[src/rtl/ls_exec_unit_pkg.sv]
// Shared definitions for the load/store execution stage: widths, opcode and
// size encodings, FSM states and opcode decode helpers.
package ls_exec_unit_pkg;

    localparam int unsigned DATA_LEN   = 32;
    localparam int unsigned OPENUM_LEN = 6;
    localparam int unsigned ROB_LEN    = 4;

    localparam logic [OPENUM_LEN-1:0] OP_LB  = 6'd11;
    localparam logic [OPENUM_LEN-1:0] OP_LH  = 6'd12;
    localparam logic [OPENUM_LEN-1:0] OP_LW  = 6'd13;
    localparam logic [OPENUM_LEN-1:0] OP_LBU = 6'd14;
    localparam logic [OPENUM_LEN-1:0] OP_LHU = 6'd15;
    localparam logic [OPENUM_LEN-1:0] OP_SB  = 6'd16;
    localparam logic [OPENUM_LEN-1:0] OP_SH  = 6'd17;
    localparam logic [OPENUM_LEN-1:0] OP_SW  = 6'd18;

    localparam logic [1:0] SIZE_B = 2'b00;
    localparam logic [1:0] SIZE_H = 2'b01;
    localparam logic [1:0] SIZE_W = 2'b10;

    localparam logic [DATA_LEN-1:0] ZERO_WORD = '0;
    localparam logic [ROB_LEN:0]    ZERO_ROB  = '0;

    typedef enum logic {
        ST_IDLE,
        ST_REQ
    } ls_state_e;

    function automatic logic is_ls_op(input logic [OPENUM_LEN-1:0] op);
        return op inside {OP_LB, OP_LH, OP_LW, OP_LBU, OP_LHU, OP_SB, OP_SH, OP_SW};
    endfunction

    function automatic logic is_store_op(input logic [OPENUM_LEN-1:0] op);
        return op inside {OP_SB, OP_SH, OP_SW};
    endfunction

    function automatic logic [1:0] op_size(input logic [OPENUM_LEN-1:0] op);
        logic [1:0] size;
        size = SIZE_W;
        if (op inside {OP_LB, OP_LBU, OP_SB}) size = SIZE_B;
        if (op inside {OP_LH, OP_LHU, OP_SH}) size = SIZE_H;
        return size;
    endfunction

endpackage

[src/rtl/ls_exec_unit_load_extend.sv]
// Sign/zero extension of raw memory-controller load data by opcode.
// Non-load opcodes (stores, unknown) produce zero.
module ls_load_extend #(
    parameter int unsigned DATA_LEN   = 32,
    parameter int unsigned OPENUM_LEN = 6
) (
    input  logic [OPENUM_LEN-1:0] openum_i,
    input  logic [DATA_LEN-1:0]   raw_i,
    output logic [DATA_LEN-1:0]   ext_o
);
    import ls_exec_unit_pkg::*;

    always_comb begin
        ext_o = '0;
        case (openum_i)
            OP_LB:   ext_o = {{(DATA_LEN-8){raw_i[7]}}, raw_i[7:0]};
            OP_LH:   ext_o = {{(DATA_LEN-16){raw_i[15]}}, raw_i[15:0]};
            OP_LBU:  ext_o = {{(DATA_LEN-8){1'b0}}, raw_i[7:0]};
            OP_LHU:  ext_o = {{(DATA_LEN-16){1'b0}}, raw_i[15:0]};
            OP_LW:   ext_o = raw_i;
            default: ext_o = '0;
        endcase
    end

endmodule

[src/rtl/ls_exec_unit.sv]
// Load/store execution stage: holds one op, issues it to the memory controller,
// and broadcasts the (extended) result on the CDB when the request completes.
module ls_exec_unit #(
    parameter int unsigned DATA_LEN   = ls_exec_unit_pkg::DATA_LEN,
    parameter int unsigned OPENUM_LEN = ls_exec_unit_pkg::OPENUM_LEN,
    parameter int unsigned ROB_LEN    = ls_exec_unit_pkg::ROB_LEN
) (
    input  logic                  clk,
    input  logic                  rst,
    input  logic                  rollback,
    input  logic                  ena_from_lsb,
    input  logic [OPENUM_LEN-1:0] openum_from_lsb,
    input  logic [DATA_LEN-1:0]   V1_from_lsb,
    input  logic [DATA_LEN-1:0]   V2_from_lsb,
    input  logic [DATA_LEN-1:0]   imm_from_lsb,
    input  logic [ROB_LEN:0]      rob_id_from_lsb,
    output logic                  busy_to_lsb,
    output logic                  ena_to_mc,
    output logic                  wr_to_mc,
    output logic [DATA_LEN-1:0]   addr_to_mc,
    output logic [DATA_LEN-1:0]   data_to_mc,
    output logic [1:0]            size_to_mc,
    input  logic                  done_from_mc,
    input  logic [DATA_LEN-1:0]   data_from_mc,
    output logic                  valid_to_cdb,
    output logic [ROB_LEN:0]      rob_id_to_cdb,
    output logic [DATA_LEN-1:0]   result_to_cdb
);
    import ls_exec_unit_pkg::*;

    ls_state_e             state_q, state_d;
    logic [OPENUM_LEN-1:0] openum_q, openum_d;
    logic [ROB_LEN:0]      rob_q, rob_d;
    logic                  wr_q, wr_d;
    logic [DATA_LEN-1:0]   addr_q, addr_d;
    logic [DATA_LEN-1:0]   data_q, data_d;
    logic [1:0]            size_q, size_d;
    logic                  ena_mc_q, ena_mc_d;
    logic                  busy_q, busy_d;
    logic                  squash_q, squash_d;
    logic                  cdb_valid_q, cdb_valid_d;
    logic [ROB_LEN:0]      cdb_rob_q, cdb_rob_d;
    logic [DATA_LEN-1:0]   cdb_res_q, cdb_res_d;

    logic                  accept;
    logic                  abort;
    logic [DATA_LEN-1:0]   ext_data;

    ls_load_extend #(
        .DATA_LEN   (DATA_LEN),
        .OPENUM_LEN (OPENUM_LEN)
    ) u_extend (
        .openum_i (openum_q),
        .raw_i    (data_from_mc),
        .ext_o    (ext_data)
    );

    // Loads are aborted by rollback; a held store is already committed and
    // must finish, so rollback only suppresses its broadcast.
    assign accept = ena_from_lsb && !rollback && is_ls_op(openum_from_lsb);
    assign abort  = rollback && !wr_q;

    always_ff @(posedge clk) begin
        if (rst) begin
            state_q     <= ST_IDLE;
            openum_q    <= '0;
            rob_q       <= ZERO_ROB;
            wr_q        <= 1'b0;
            addr_q      <= ZERO_WORD;
            data_q      <= ZERO_WORD;
            size_q      <= '0;
            ena_mc_q    <= 1'b0;
            busy_q      <= 1'b0;
            squash_q    <= 1'b0;
            cdb_valid_q <= 1'b0;
            cdb_rob_q   <= ZERO_ROB;
            cdb_res_q   <= ZERO_WORD;
        end else begin
            state_q     <= state_d;
            openum_q    <= openum_d;
            rob_q       <= rob_d;
            wr_q        <= wr_d;
            addr_q      <= addr_d;
            data_q      <= data_d;
            size_q      <= size_d;
            ena_mc_q    <= ena_mc_d;
            busy_q      <= busy_d;
            squash_q    <= squash_d;
            cdb_valid_q <= cdb_valid_d;
            cdb_rob_q   <= cdb_rob_d;
            cdb_res_q   <= cdb_res_d;
        end
    end

    always_comb begin
        state_d = state_q;
        case (state_q)
            ST_IDLE: if (accept) state_d = ST_REQ;
            ST_REQ:  if (abort || done_from_mc) state_d = ST_IDLE;
            default: state_d = ST_IDLE;
        endcase
    end

    always_comb begin
        openum_d    = openum_q;
        rob_d       = rob_q;
        wr_d        = wr_q;
        addr_d      = addr_q;
        data_d      = data_q;
        size_d      = size_q;
        ena_mc_d    = ena_mc_q;
        busy_d      = busy_q;
        squash_d    = squash_q;
        cdb_valid_d = 1'b0;
        cdb_rob_d   = cdb_rob_q;
        cdb_res_d   = cdb_res_q;
        case (state_q)
            ST_IDLE: begin
                if (accept) begin
                    openum_d = openum_from_lsb;
                    rob_d    = rob_id_from_lsb;
                    wr_d     = is_store_op(openum_from_lsb);
                    addr_d   = V1_from_lsb + imm_from_lsb;
                    data_d   = V2_from_lsb;
                    size_d   = op_size(openum_from_lsb);
                    ena_mc_d = 1'b1;
                    busy_d   = 1'b1;
                    squash_d = 1'b0;
                end
            end
            ST_REQ: begin
                if (abort) begin
                    ena_mc_d = 1'b0;
                    busy_d   = 1'b0;
                end else begin
                    if (rollback) squash_d = 1'b1;
                    if (done_from_mc) begin
                        ena_mc_d    = 1'b0;
                        busy_d      = 1'b0;
                        cdb_valid_d = !(squash_q || rollback);
                        cdb_rob_d   = rob_q;
                        cdb_res_d   = wr_q ? ZERO_WORD : ext_data;
                    end
                end
            end
            default: begin
                ena_mc_d = 1'b0;
                busy_d   = 1'b0;
            end
        endcase
    end

    assign busy_to_lsb   = busy_q;
    assign ena_to_mc     = ena_mc_q;
    assign wr_to_mc      = wr_q;
    assign addr_to_mc    = addr_q;
    assign data_to_mc    = data_q;
    assign size_to_mc    = size_q;
    assign valid_to_cdb  = cdb_valid_q;
    assign rob_id_to_cdb = cdb_rob_q;
    assign result_to_cdb = cdb_res_q;

endmodule
[config.mk]
export PLATFORM = sky130hd
export DESIGN_NAME = ls_exec_unit
export DESIGN_NICKNAME = d
export VERILOG_FILES = /design/src/rtl/ls_exec_unit_pkg.sv /design/src/rtl/ls_exec_unit_load_extend.sv /design/src/rtl/ls_exec_unit.sv
export SDC_FILE = /design/constraint.sdc
export NUM_CORES = 1
export LEC_CHECK = 0
export BUFFER_PORTS_ARGS = -buffer_cell sky130_fd_sc_hd__buf_4
export CORE_MARGIN = 3
export CORE_UTILIZATION = 52
export CTS_CLUSTER_SIZE = 25
export DETAILED_ROUTE_END_ITERATION = 10
export PLACE_DENSITY_LB_ADDON = 0.08
export REMOVE_ABC_BUFFERS = 1
export SETUP_SLACK_MARGIN = 0.15
export SLEW_MARGIN = 0
export SYNTH_ARGS = -nofsm -noshare
export SYNTH_HDL_FRONTEND = slang
export SYNTH_SLANG_ARGS = --single-unit
[constraint.sdc]
create_clock -name clk -period 5.8 [get_ports clk]
set_clock_uncertainty 0.15 [all_clocks]
set_input_delay 0 -clock clk [delete_from_list [all_inputs] [get_ports clk]]
set_output_delay 0 -clock clk [all_outputs]
set_load 0.02 [all_outputs]
=== Yosys cells after proc, flatten, opt, wreduce, memory -nomap -nowiden ===
Index checks and enable logic that the tools add are counted.

* Flip-flop bits (word level): 119
* Latch bits: 0
* RAM bits: 0
* ROM bits: 0
* Bits of input ports: 144
* Output and inout port bits: 107
* Logic and storage cells: 65
* Memories: 0

* $add $sub $neg: 1
* Multiply operators: 0
* Divide/modulo/power cells: 0
* Magnitude comparators: 0
* Equal/unequal tests: 17
* Shift-type cells: 0
* Mux-type cells: 15
* Bitwise logic cells: 3
* Reductions and logical operators: 17

{| class="wikitable"
|+ Operator list
! kind !! number
|-
| one-hot mux 32 bit (5 select lines) || 1
|-
| == test 6 x 4 -> 1 bit, second input constant || 10
|-
| adder 32 bit || 1
|-
| 2-to-1 mux 32 bit || 1
|-
| == test 6 x 5 -> 1 bit, second input constant || 3
|-
| nonzero test 3 bit || 3
|-
| 2-to-1 mux 1 bit || 8
|-
| nonzero test 8 bit || 1
|-
| inequality test 2 bit, second input constant || 3
|-
| one-hot mux 1 bit (2 select lines) || 3
|-
| AND reduction 3 bit || 2
|-
| 2-to-1 mux 2 bit || 2
|-
| AND reduction 2 bit || 2
|-
| OR reduction 4 bit || 1
|-
| logical AND 1 bit || 3
|-
| logical NOT 1 bit || 3
|-
| inequality test 3 x 2 -> 1 bit, second input constant || 1
|-
| inverter 1 bit || 3
|-
| logical OR 1 bit || 2
|}

=== Depth between registers and ports, before layout ===
Gate-level depths: netlist (run 1).

* Word-level depth: 5
* Gate-level depth with buffers: 10
* Depth with buffers taken out: 10

=== Modules after synthesis ===
From an unflattened synthesis (run 1), not the netlist that was laid out.

* Cells, all modules: 825
* Area total of the unflattened synthesis: 6438.7 um^2

{| class="wikitable"
|+ Modules (own cells, without submodules)
! module !! instances !! cells an instance !! area an instance (um^2) !! sequential area each (um^2)
|-
| ls_exec_unit || 1 || 752 || 5944.5 || 2382.3
|-
| ls_load_extend || 1 || 73 || 494.2 || 0.0
|}

=== Worst setup path before layout (run 1) ===
Ideal clock, no wire load.

* Kind: input to register
* Start point: in V1_from_lsb[0]
* End point: reg addr_q[28] (netlist: addr_to_mc[28])
* Setup time: 0.127 ns
* Arrival time: 2.067 ns
* Data required time: 5.523 ns
* Slack: 3.456 ns
* Stages: 10
* Path buffers: 0
* Path through: ha_1 -> fa_1 -> a21o_1 -> nand4_1 -> a21oi_2 -> o32ai_2 -> nor3_1 -> a211oi_2 -> nor4_1 -> or3_1

* Cells in the longest elaborated chain, start to end: 1

{| class="wikitable"
|+ RTL lines
! item !! line !! text
|-
| start, declared || ls_exec_unit.sv:13 || <nowiki>input logic [DATA_LEN-1:0] V1_from_lsb,</nowiki>
|-
| adder 32 bit || ls_exec_unit.sv:123 || <nowiki>addr_d = V1_from_lsb + imm_from_lsb;</nowiki>
|-
| end signal, assigned || ls_exec_unit.sv:83 || <nowiki>addr_q <= addr_d;</nowiki>
|-
| end, declared || ls_exec_unit.sv:35 || <nowiki>logic [DATA_LEN-1:0] addr_q, addr_d;</nowiki>
|}

Every way passes these cells.
A chain may end at the register's enable or synchronous reset.

=== Final worst setup path (run 1) ===
* Start point: in imm_from_lsb[4]
* End point: reg addr_q[31] (netlist: addr_to_mc[31])

* Cells in the longest elaborated chain, start to end: 1

{| class="wikitable"
|+ RTL lines
! item !! line !! text
|-
| start, declared || ls_exec_unit.sv:15 || <nowiki>input logic [DATA_LEN-1:0] imm_from_lsb,</nowiki>
|-
| adder 32 bit || ls_exec_unit.sv:123 ||
|}

Every way passes these cells.

==> results of run 1 <==
-- power by group --
group,internal (uW),switching [uW]
registers,826,5.82
clock network,720,394
logic,218,195
-- worst max-delay path, stage by stage --
cell           delay [ns]
dlygate4sd3_1        0.56
buf_4                0.14
ha_1                 0.32
a21o_1               0.20
a31o_1               0.22
o21ai_2              0.20
o221ai_2             0.19
a2111oi_2            0.46
o31ai_1              0.17
xnor2_1              0.15
dlygate4sd3_1        0.57
a211oi_1             0.24
-- cell type report --
| type | instances | area (um2) |
|---|---|---|
| Multi-Input combinational cell | 605 | 3448 |
| Timing Repair Buffer | 371 | 3073 |
| Sequential cell | 119 | 2382 |
| Fill cell | 572 | 1391 |
| Clock buffer | 17 | 425.4 |
| Clock inverter | 14 | 198.9 |
| Tap cell | 140 | 175.2 |
| Inverter | 7 | 26.28 |
| Antenna cell | 2 | 5.005 |
-- synthesized netlist by cell type, types with 2 or more instances --
master | n | area share (%)
buf_1 | 8 | 0.50
o21ai_1 | 2 | 0.17
a32oi_1 | 2 | 0.29
o21ai_0 | 19 | 1.6
a21o_1 | 10 | 1.2
o21bai_1 | 7 | 0.87
o211ai_1 | 3 | 0.37
dfxtp_1 | 119 | 39
o22ai_1 | 2 | 0.21
nor4_1 | 3 | 0.31
a21boi_0 | 2 | 0.25
clkbuf_1 | 26 | 1.6
clkdlybuf4s15_2 | 2 | 0.37
and3_1 | 4 | 0.41
or3_1 | 4 | 0.41
buf_2 | 3 | 0.25
clkbuf_8 | 2 | 0.45
nand4_1 | 8 | 0.83
ha_1 | 31 | 6.4
nor2b_1 | 5 | 0.52
xor2_1 | 9 | 1.3
a21oi_2 | 3 | 0.43
nand2b_1 | 3 | 0.31
a22oi_1 | 8 | 0.99
mux2i_1 | 5 | 0.83
a21o_2 | 3 | 0.43
nand3b_1 | 4 | 0.50
and2_1 | 3 | 0.31
a31oi_1 | 4 | 0.41
or4_1 | 3 | 0.37
nand3_1 | 12 | 0.99
xnor2_1 | 14 | 2.0
nor3b_1 | 3 | 0.37
nand2_1 | 170 | 11
a21oi_1 | 143 | 12
o21a_1 | 4 | 0.50
nor3_1 | 12 | 0.99
inv_1 | 7 | 0.43
nor2_1 | 66 | 4.1
a211oi_1 | 3 | 0.37
-- final timing paths --
check	start	end
setup reg to reg	state_q$_SDFF_PP0_	data_to_mc[11]$_SDFFE_PP0P_
hold reg to reg	squash_q$_SDFFE_PP0P_	valid_to_cdb$_SDFF_PP0_
hold / removal	imm_from_lsb[23]	addr_to_mc[23]$_SDFFE_PP0P_
setup / recovery	imm_from_lsb[4]	addr_to_mc[31]$_SDFFE_PP0P_
-- layer usage --
metal  GRT usage [%]  wire length (um)  vias to the layer above
met5               0                 0                        -
met1           37.76              8176                     3403
met3           9.231              1977                      117
met2           58.55             11370                      451
met4           21.22              1350                        0
li1                -                 -                     3411
-- metrics by stage --
step                total power (uW)  hold WS, ns  setup slack (ns)  instance area (um2)  instances
floorplan                       1032     -0.08093             2.328                 5848        731
global placement                1172      0.05605             2.982                 7954       1127
detailed placement              1174      0.05359             2.924                 7954       1127
CTS                             2343   0.00009548             2.631                 9729       1273
global route                    2441      0.04005             2.412                 9734       1275
finish                          2359     0.006508             2.542                 9734       1275
-- cells by family after synthesis --
family                     count (synthesis)  share of synthesized area, %
AOI/OAI and AO/OA                        233                         23.26
DFF                                      119                         39.29
and+or+nand+nor                          312                         22.60
muxes                                      5                        0.8255
buffers and inverters                     51                         3.983
adders and majority gates                 32                         6.727
xor gates and xnor gates                  23                         3.322
-- cell usage in the layout (no fill, tap or decap), types with 5 or more instances in the layout --
cell type      instances
a21o_1                 9
a21oi_1              143
a22oi_1                8
buf_4                256
clkbuf_16             17
dfxtp_1              119
dlygate4sd3_1        115
ha_1                  31
inv_1                  7
mux2i_1                5
nand2_1              170
nand3_1               12
nand4_1                8
nor2_1                66
nor2b_1                5
nor3_1                12
o21ai_0               19
o21bai_1               7
xnor2_1               14
xor2_1                 9
-- sequential cells by signal, summed over array words and instances, names as in the netlist --
| register | flops |
|---|---|
| wr_to_mc | 1 |
| busy_to_lsb | 1 |
| data_to_mc | 32 |
| result_to_cdb | 32 |
| openum_q | 6 |
| squash_q | 1 |
| valid_to_cdb | 1 |
| rob_id_to_cdb | 5 |
| rob_q | 5 |
| size_to_mc | 2 |
| addr_to_mc | 32 |
| state_q | 1 |
-- what timing repair did --
| item | in CTS | in global routing |
|---|---|---|
| setup buffers | 0 | 0 |
| endpoints found under the setup margin | 0 | 0 |
| hold buffers | 115 | 0 |
| resized for setup | 0 | 0 |
| hold endpoints to repair | 103 | 0 |
==> reports/qor.yml, run 1 <==
yosys:
  syn_inst: 775
  synth-main-ff-cell: "dfxtp_1"
  synthArstFlopShare_pct: 0
  synth_edf_count: 0
  avgSynthCellArea_um2: 7.824
  yosysUniqueCellTypes: 74
  netlist_area_mm2: 0.006063
  yosys_register_bits: 119
  synth_seq_area_share_pct: 39.29
  yosysWarnings: 0
power_and_ir_drop:
  pwr_density_cell_mw_per_mm2: 242.4
  ir_worst_vdd_v: 0.0001775
  leakage_uw: 0.004171
sta:
  drv_slew: 0
  grt_setup_unrepaired: "no"
  final.setup.tns_ns: 0
  post-route-period-util_pct: 56.17
  setup_violations: 0
  finalCriticalPeriod_ns: 3.258
  slew_headroom_pct: 29.28
  hold_viol_final: 0
  fmax_mhz: 307.0
  tightest_slew_ns: 1.061
drt:
  vias_per_cell: 5.790
  drt-pass1-iter-count: 5
  ant_nets: 0
  wl_um: 22880
  vias: 7382
  drc_errors: 0
  wire_per_inst_um: 17.94
  first_iter_violations: 791
floorplanning:
  io_pins: 251
  dieArea_mm2: 0.01299
  rows: 38
  die_w_um: 114.0
  design.core.area_mm2: 0.01113
  start_util_pct: 54.50
  die_y_um: 114.0
global_routing:
  grt_max_degree: 102
  grt_overflow: 0
  grt_pass1_wl_um: 35840
  grt.total_usage_pct: 34.30
  antenna_found_initial: 2
  grt_pass1_vias: 7191
cts:
  cts.sinks: 119
  clkTransAtPathRegs_ns: 0.06
  clock_path_buffers: 2
  clock-root-buffer: "clkbuf_16"
  cts_buffers: 17
  clock_latency_ns: 0.40
  htreeDepth: 4
  cts_tree: "done"
critical_path:
  critPathLaunchType: "input port"
  ff2ff_path_depth: 6
  worstSetupPathType: "in -> reg"
  end_kind: "register"
  cp.arrival_ns: 3.42
  cp_max_fo: 5
  r2r_slack_ns: 2.58
  worstPathRequired_ns: 5.97
cells_and_area:
  final_core_util_pct: 87.49
  nNetsFinal: 1297
  area_growth_pct: 60.54
  drive_above_1_share_pct: 27.27
worst_hold_path:
  hold_class: "in -> reg"
  holdPathStages: 4
placement:
  gp_congestion: 0.8795
  place.detailed.hpwl_um: 13090
  portBuffers: 250
run:
  max-cap-violations: 0
run_status:
  status: "complete, no violations"
(Power assumes the default switching activity.)
==> run 2, diff against run 1 <==
--- a/config.mk
+++ b/config.mk
@@ -7,7 +7,7 @@
 export LEC_CHECK = 0
 export BUFFER_PORTS_ARGS = -buffer_cell sky130_fd_sc_hd__buf_4
 export CORE_MARGIN = 3
-export CORE_UTILIZATION = 52
+export CORE_UTILIZATION = 44
 export CTS_CLUSTER_SIZE = 25
 export DETAILED_ROUTE_END_ITERATION = 10
 export PLACE_DENSITY_LB_ADDON = 0.08
==> constraint.sdc (replaced) <==
create_clock -name clk -period 2.9 [get_ports clk]
set_clock_uncertainty 0.15 [all_clocks]
set_input_delay 0 -clock clk [delete_from_list [all_inputs] [get_ports clk]]
set_output_delay 0 -clock clk [all_outputs]
set_load 0.02 [all_outputs]
==> run 2 against run 1 <==
Net effect:
- sequential power grew 100%
- hold slack gained 0.0096 ns
- utilization shrank 14 points
- critical path depth shrank 6
- register-to-register slack lost 2.3 ns
- final cell count grew 2.8%
- cell area grew 0.17%
- power grew 90%
==> reports/qor.yml, run 2 (same netlist as run 1, synthesis figures left out) <==
sta:
  grt_setup_unrepaired: "no"
  final.setup.tns_ns: 0
  fmax_mhz: 378.7
  setup_violations: 0
  setup_ws_ns: 0.2594
  hold_viol_final: 0
  post-route-period-util_pct: 91.05
  drv_slew: 0
  tightest_slew_ns: 0.8680
  slew_headroom_pct: 42.13
  finalCriticalPeriod_ns: 2.641
floorplanning:
  design.core.area_mm2: 0.01335
  rows: 42
  start_util_pct: 45.43
  die_y_um: 123.4
  dieArea_mm2: 0.01523
  io_pins: 251
  die_w_um: 123.4
placement:
  portBuffers: 250
  placed_cells: 1169
  dp_slack_ns: 0.2922
  place.detailed.hpwl_um: 13100
  gp_congestion: 0.8360
cells_and_area:
  area_growth_pct: 60.81
  insertedDiodeCount: 0
  final_common_cell: "buf_4"
  final_cells: 1311
  nNetsFinal: 1300
  drive_above_1_share_pct: 27.75
  final_core_util_pct: 73.05
  layout_common_cells: "buf_4, nand2_1, a21oi_1"
critical_path:
  cp_max_fo: 38
  cp.arrival_ns: 2.84
  worstPathRequired_ns: 3.10
  critPathLaunchType: "register"
  worstSetupPathType: "reg -> reg"
  ff2ff_path_depth: 6
  end_kind: "register"
global_routing:
  met1_usage_pct: 30.67
  grt_pass1_wl_um: 30840
  grt_pass1_vias: 6430
  grt.total_usage_pct: 25.21
  grt_max_degree: 96
  met2_usage_pct: 43.09
  antenna_found_initial: 0
  grt.busiest_layer: "met2"
  grt_overflow: 0
  met3_usage_pct: 4.986
drt:
  vias: 6853
  first_iter_violations: 501
  wire_per_inst_um: 15.40
  drt-pass1-iter-count: 5
  vias_per_cell: 5.227
  wl_um: 20190
  ant_nets: 0
  drc_errors: 0
cts:
  cts.sinks: 119
  htreeDepth: 4
  cts_buffers: 17
  clock_path_buffers: 2
  clock-root-buffer: "clkbuf_16"
  cts_tree: "done"
  clkTransAtPathRegs_ns: 0.05
  clock_latency_ns: 0.41
run_status:
  status: "complete, no violations"
power_and_ir_drop:
  pwr_density_cell_mw_per_mm2: 460.3
  ir_worst_vdd_v: 0.0003413
  leakage_uw: 0.004194
worst_hold_path:
  holdPathStages: 4
  hold_class: "in -> reg"
run:
  max-cap-violations: 0
==> run 2: cell type report <==
cell class                      count  area [um2]
Timing Repair Buffer              374        3095
Tap cell                          176       220.2
Inverter                            7       26.28
Multi-Input combinational cell    605        3463
Clock buffer                       21       460.4
Clock inverter                      9       102.6
Fill cell                        1034        3597
Sequential cell                   119        2382
==> run 2: worst max-delay path, stage by stage (launching register included) <==
cell	delay (ns)
dfxtp_1	0.35
or4b_4	0.60
a21oi_4	0.20
buf_4	0.41
nand2_1	0.12
a21oi_1	0.17
dlygate4sd3_1	0.57
==> run 2: final timing paths <==
| check | end | slack (ns) | startpoint |
|---|---|---|---|
| max | data_to_mc[14]$_SDFFE_PP0P_ | 0.26 | state_q$_SDFF_PP0_ |
| min | addr_to_mc[17]$_SDFFE_PP0P_ | 0.02 | imm_from_lsb[17] |
| max reg2reg | data_to_mc[14]$_SDFFE_PP0P_ | 0.26 | state_q$_SDFF_PP0_ |
| min reg2reg | addr_to_mc[19]$_SDFFE_PP0P_ | 0.30 | addr_to_mc[19]$_SDFFE_PP0P_ |
==> run 2: metal layers <==
metal | routed length [um] | part of all wire [%]
met1 | 8249 | 41
met4 | 647 | 3.2
met3 | 1379 | 6.8
met2 | 9913 | 49
met5 | 0 | 0
==> run 2: report_power, final <==
part | leakage [uW] | switching, uW | internal [uW]
Clock | 0.000271 | 715 | 1290
Combinational | 0.00296 | 384 | 434
Sequential | 0.000960 | 10.1 | 1650
==> run 2: metrics by stage <==
stage | power [uW] | hold WS, ns | instance area, um2
2_1_floorplan | 2064 | -0.08093 | 5848
3_3_place_gp | 2361 | 0.04938 | 8056
3_5_place_dp | 2359 | 0.04681 | 8056
4_1_cts | 4492 | 0.0007548 | 9721
5_1_grt | 4664 | 0.02996 | 9751
6_report | 4488 | 0.01606 | 9751
==> run 2: timing repair <==
item | in CTS | in global routing
hold buffers | 110 | 0
hold endpoints to repair | 96 | 0
resized for setup | 0 | 4
buffers inserted | 0 | 2
endpoints found under the setup margin | 0 | 13
==> run 3, diff against run 2 <==
--- a/config.mk
+++ b/config.mk
@@ -5,7 +5,7 @@
 export SDC_FILE = /design/constraint.sdc
 export NUM_CORES = 1
 export LEC_CHECK = 0
-export BUFFER_PORTS_ARGS = -buffer_cell sky130_fd_sc_hd__buf_4
+export BUFFER_PORTS_ARGS = -buffer_cell sky130_fd_sc_hd__clkbuf_2
 export CORE_MARGIN = 3
 export CORE_UTILIZATION = 44
 export CTS_CLUSTER_SIZE = 25
==> run 3 against run 2 <==
Net effect:
- die area unchanged
- clock-buffer cell count down 1
- critical endpoint is now addr_to_mc[28]$_SDFFE_PP0P_
- largest cell class unchanged
- cell area down 2.6%
- sequential share of layout area up 0.65 points
- final cell count up 2.5%
==> reports/qor.yml, run 3 (same netlist as run 1, synthesis figures left out) <==
floorplanning:
  die_y_um: 123.4
  io_pins: 251
  rows: 42
  die_w_um: 123.4
  design.core.area_mm2: 0.01335
  dieArea_mm2: 0.01523
  start_util_pct: 45.43
power_and_ir_drop:
  pwr_density_cell_mw_per_mm2: 482.0
  ir_worst_vdd_v: 0.0003664
  leakage_uw: 0.004204
global_routing:
  grt.total_usage_pct: 25.53
  grt_max_degree: 74
  grt_overflow: 0
  grt_pass1_vias: 6554
  antenna_found_initial: 2
  grt_pass1_wl_um: 31100
cts:
  cts.sinks: 119
  htreeDepth: 4
  clock_latency_ns: 0.41
  clock-root-buffer: "clkbuf_16"
  clkTransAtPathRegs_ns: 0.06
  clock_path_buffers: 2
  cts_buffers: 17
  cts_tree: "done"
sta:
  post-route-period-util_pct: 91.76
  final.setup.tns_ns: 0
  grt_setup_unrepaired: "yes"
  tightest_slew_ns: 0.8044
  setup_violations: 0
  finalCriticalPeriod_ns: 2.661
  slew_headroom_pct: 46.38
  fmax_mhz: 375.8
  drv_slew: 0
  hold_viol_final: 0
  whs_ns: 0.005033
placement:
  portBuffers: 250
  place.detailed.hpwl_um: 12730
  gp_congestion: 0.7968
  placed_cells: 1166
worst_hold_path:
  hold_class: "in -> reg"
critical_path:
  critPathLaunchType: "input port"
  end_kind: "register"
  cp_max_fo: 3
  worstSetupPathType: "in -> reg"
  worstPathRequired_ns: 3.05
  cp.arrival_ns: 2.81
drt:
  ant_nets: 0
  drc_errors: 0
  wl_um: 20050
  vias_per_cell: 5.133
  vias: 6899
  wire_per_inst_um: 14.92
  first_iter_violations: 258
  drt-pass1-iter-count: 4
cells_and_area:
  nFillCells: 1115
  layout_common_cells: "clkbuf_2, nand2_1, a21oi_1, dlygate4sd3_1, dfxtp_1"
  area_growth_pct: 56.64
  drive_above_1_share_pct: 26.84
  final_cells: 1344
  nNetsFinal: 1329
  regArea_mm2: 0.002382
  final_common_cell: "clkbuf_2"
  multi_input_area_mm2: 0.003470
run_status:
  status: "complete, no violations"
run:
  max-cap-violations: 0
==> run 3: final cells by class <==
class                           instances  area share (%)
Inverter                                7          0.2766
Clock inverter                         12           1.581
Timing Repair Buffer                  403           29.46
Tap cell                              176           2.319
Multi-Input combinational cell        605           36.53
Clock buffer                           20           4.703
Sequential cell                       119           25.08
Antenna cell                            2         0.05269
==> run 3: path summary, 6_finish.rpt <==
kind                          from                     endpoint  slack, ns  cells after the start
min                V1_from_lsb[23]  addr_to_mc[23]$_SDFFE_PP0P_      0.005                      4
min reg2reg  squash_q$_SDFFE_PP0P_      valid_to_cdb$_SDFF_PP0_       0.28                      1
max                imm_from_lsb[0]  addr_to_mc[28]$_SDFFE_PP0P_       0.24                     12
max reg2reg     state_q$_SDFF_PP0_  data_to_mc[25]$_SDFFE_PP0P_       0.31                      6
==> run 3: repair_timing <==
action	CTS	global route
resized for setup	0	3
hold endpoints to repair	101	0
setup buffers	0	1
setup endpoints to repair	0	32
hold buffers	143	0
==> run 3: critical path, stage by stage <==
cell and delay (ns):
dlygate4sd3_1 0.54, clkbuf_2 0.11, ha_1 0.21, fa_2 0.36, a21o_1 0.20, nand4_1 0.15
a21oi_2 0.10, o32ai_2 0.32, nor3_1 0.10, a211oi_2 0.31, nor4_1 0.08, or3_1 0.34
==> run 3: layer usage <==
layer	track usage [%]	up-vias	share of wire, %
met5	0	-	0
met4	11.21	0	3.1
met2	44.31	254	50
met3	6.130	51	7.1
met1	29.87	3116	40
li1	-	3478	-
==> run 3: where the power goes <==
group,total (uW),switching (uW),internal [uW]
Sequential,1660,9.58,1650
Combinational,770,383,387
Clock,2150,774,1370
==> run 3: stage by stage <==
stage	utilization (%)	setup slack (ns)	instance area, um2	total power, uW
floorplan	-	-0.5718	5848	2064
global placement	55.71	0.3443	7436	2298
detailed placement	55.71	0.3259	7436	2295
CTS	70.90	0.2236	9464	4584
global route	71.16	0.08021	9498	4764
finish	71.16	0.2389	9498	4578
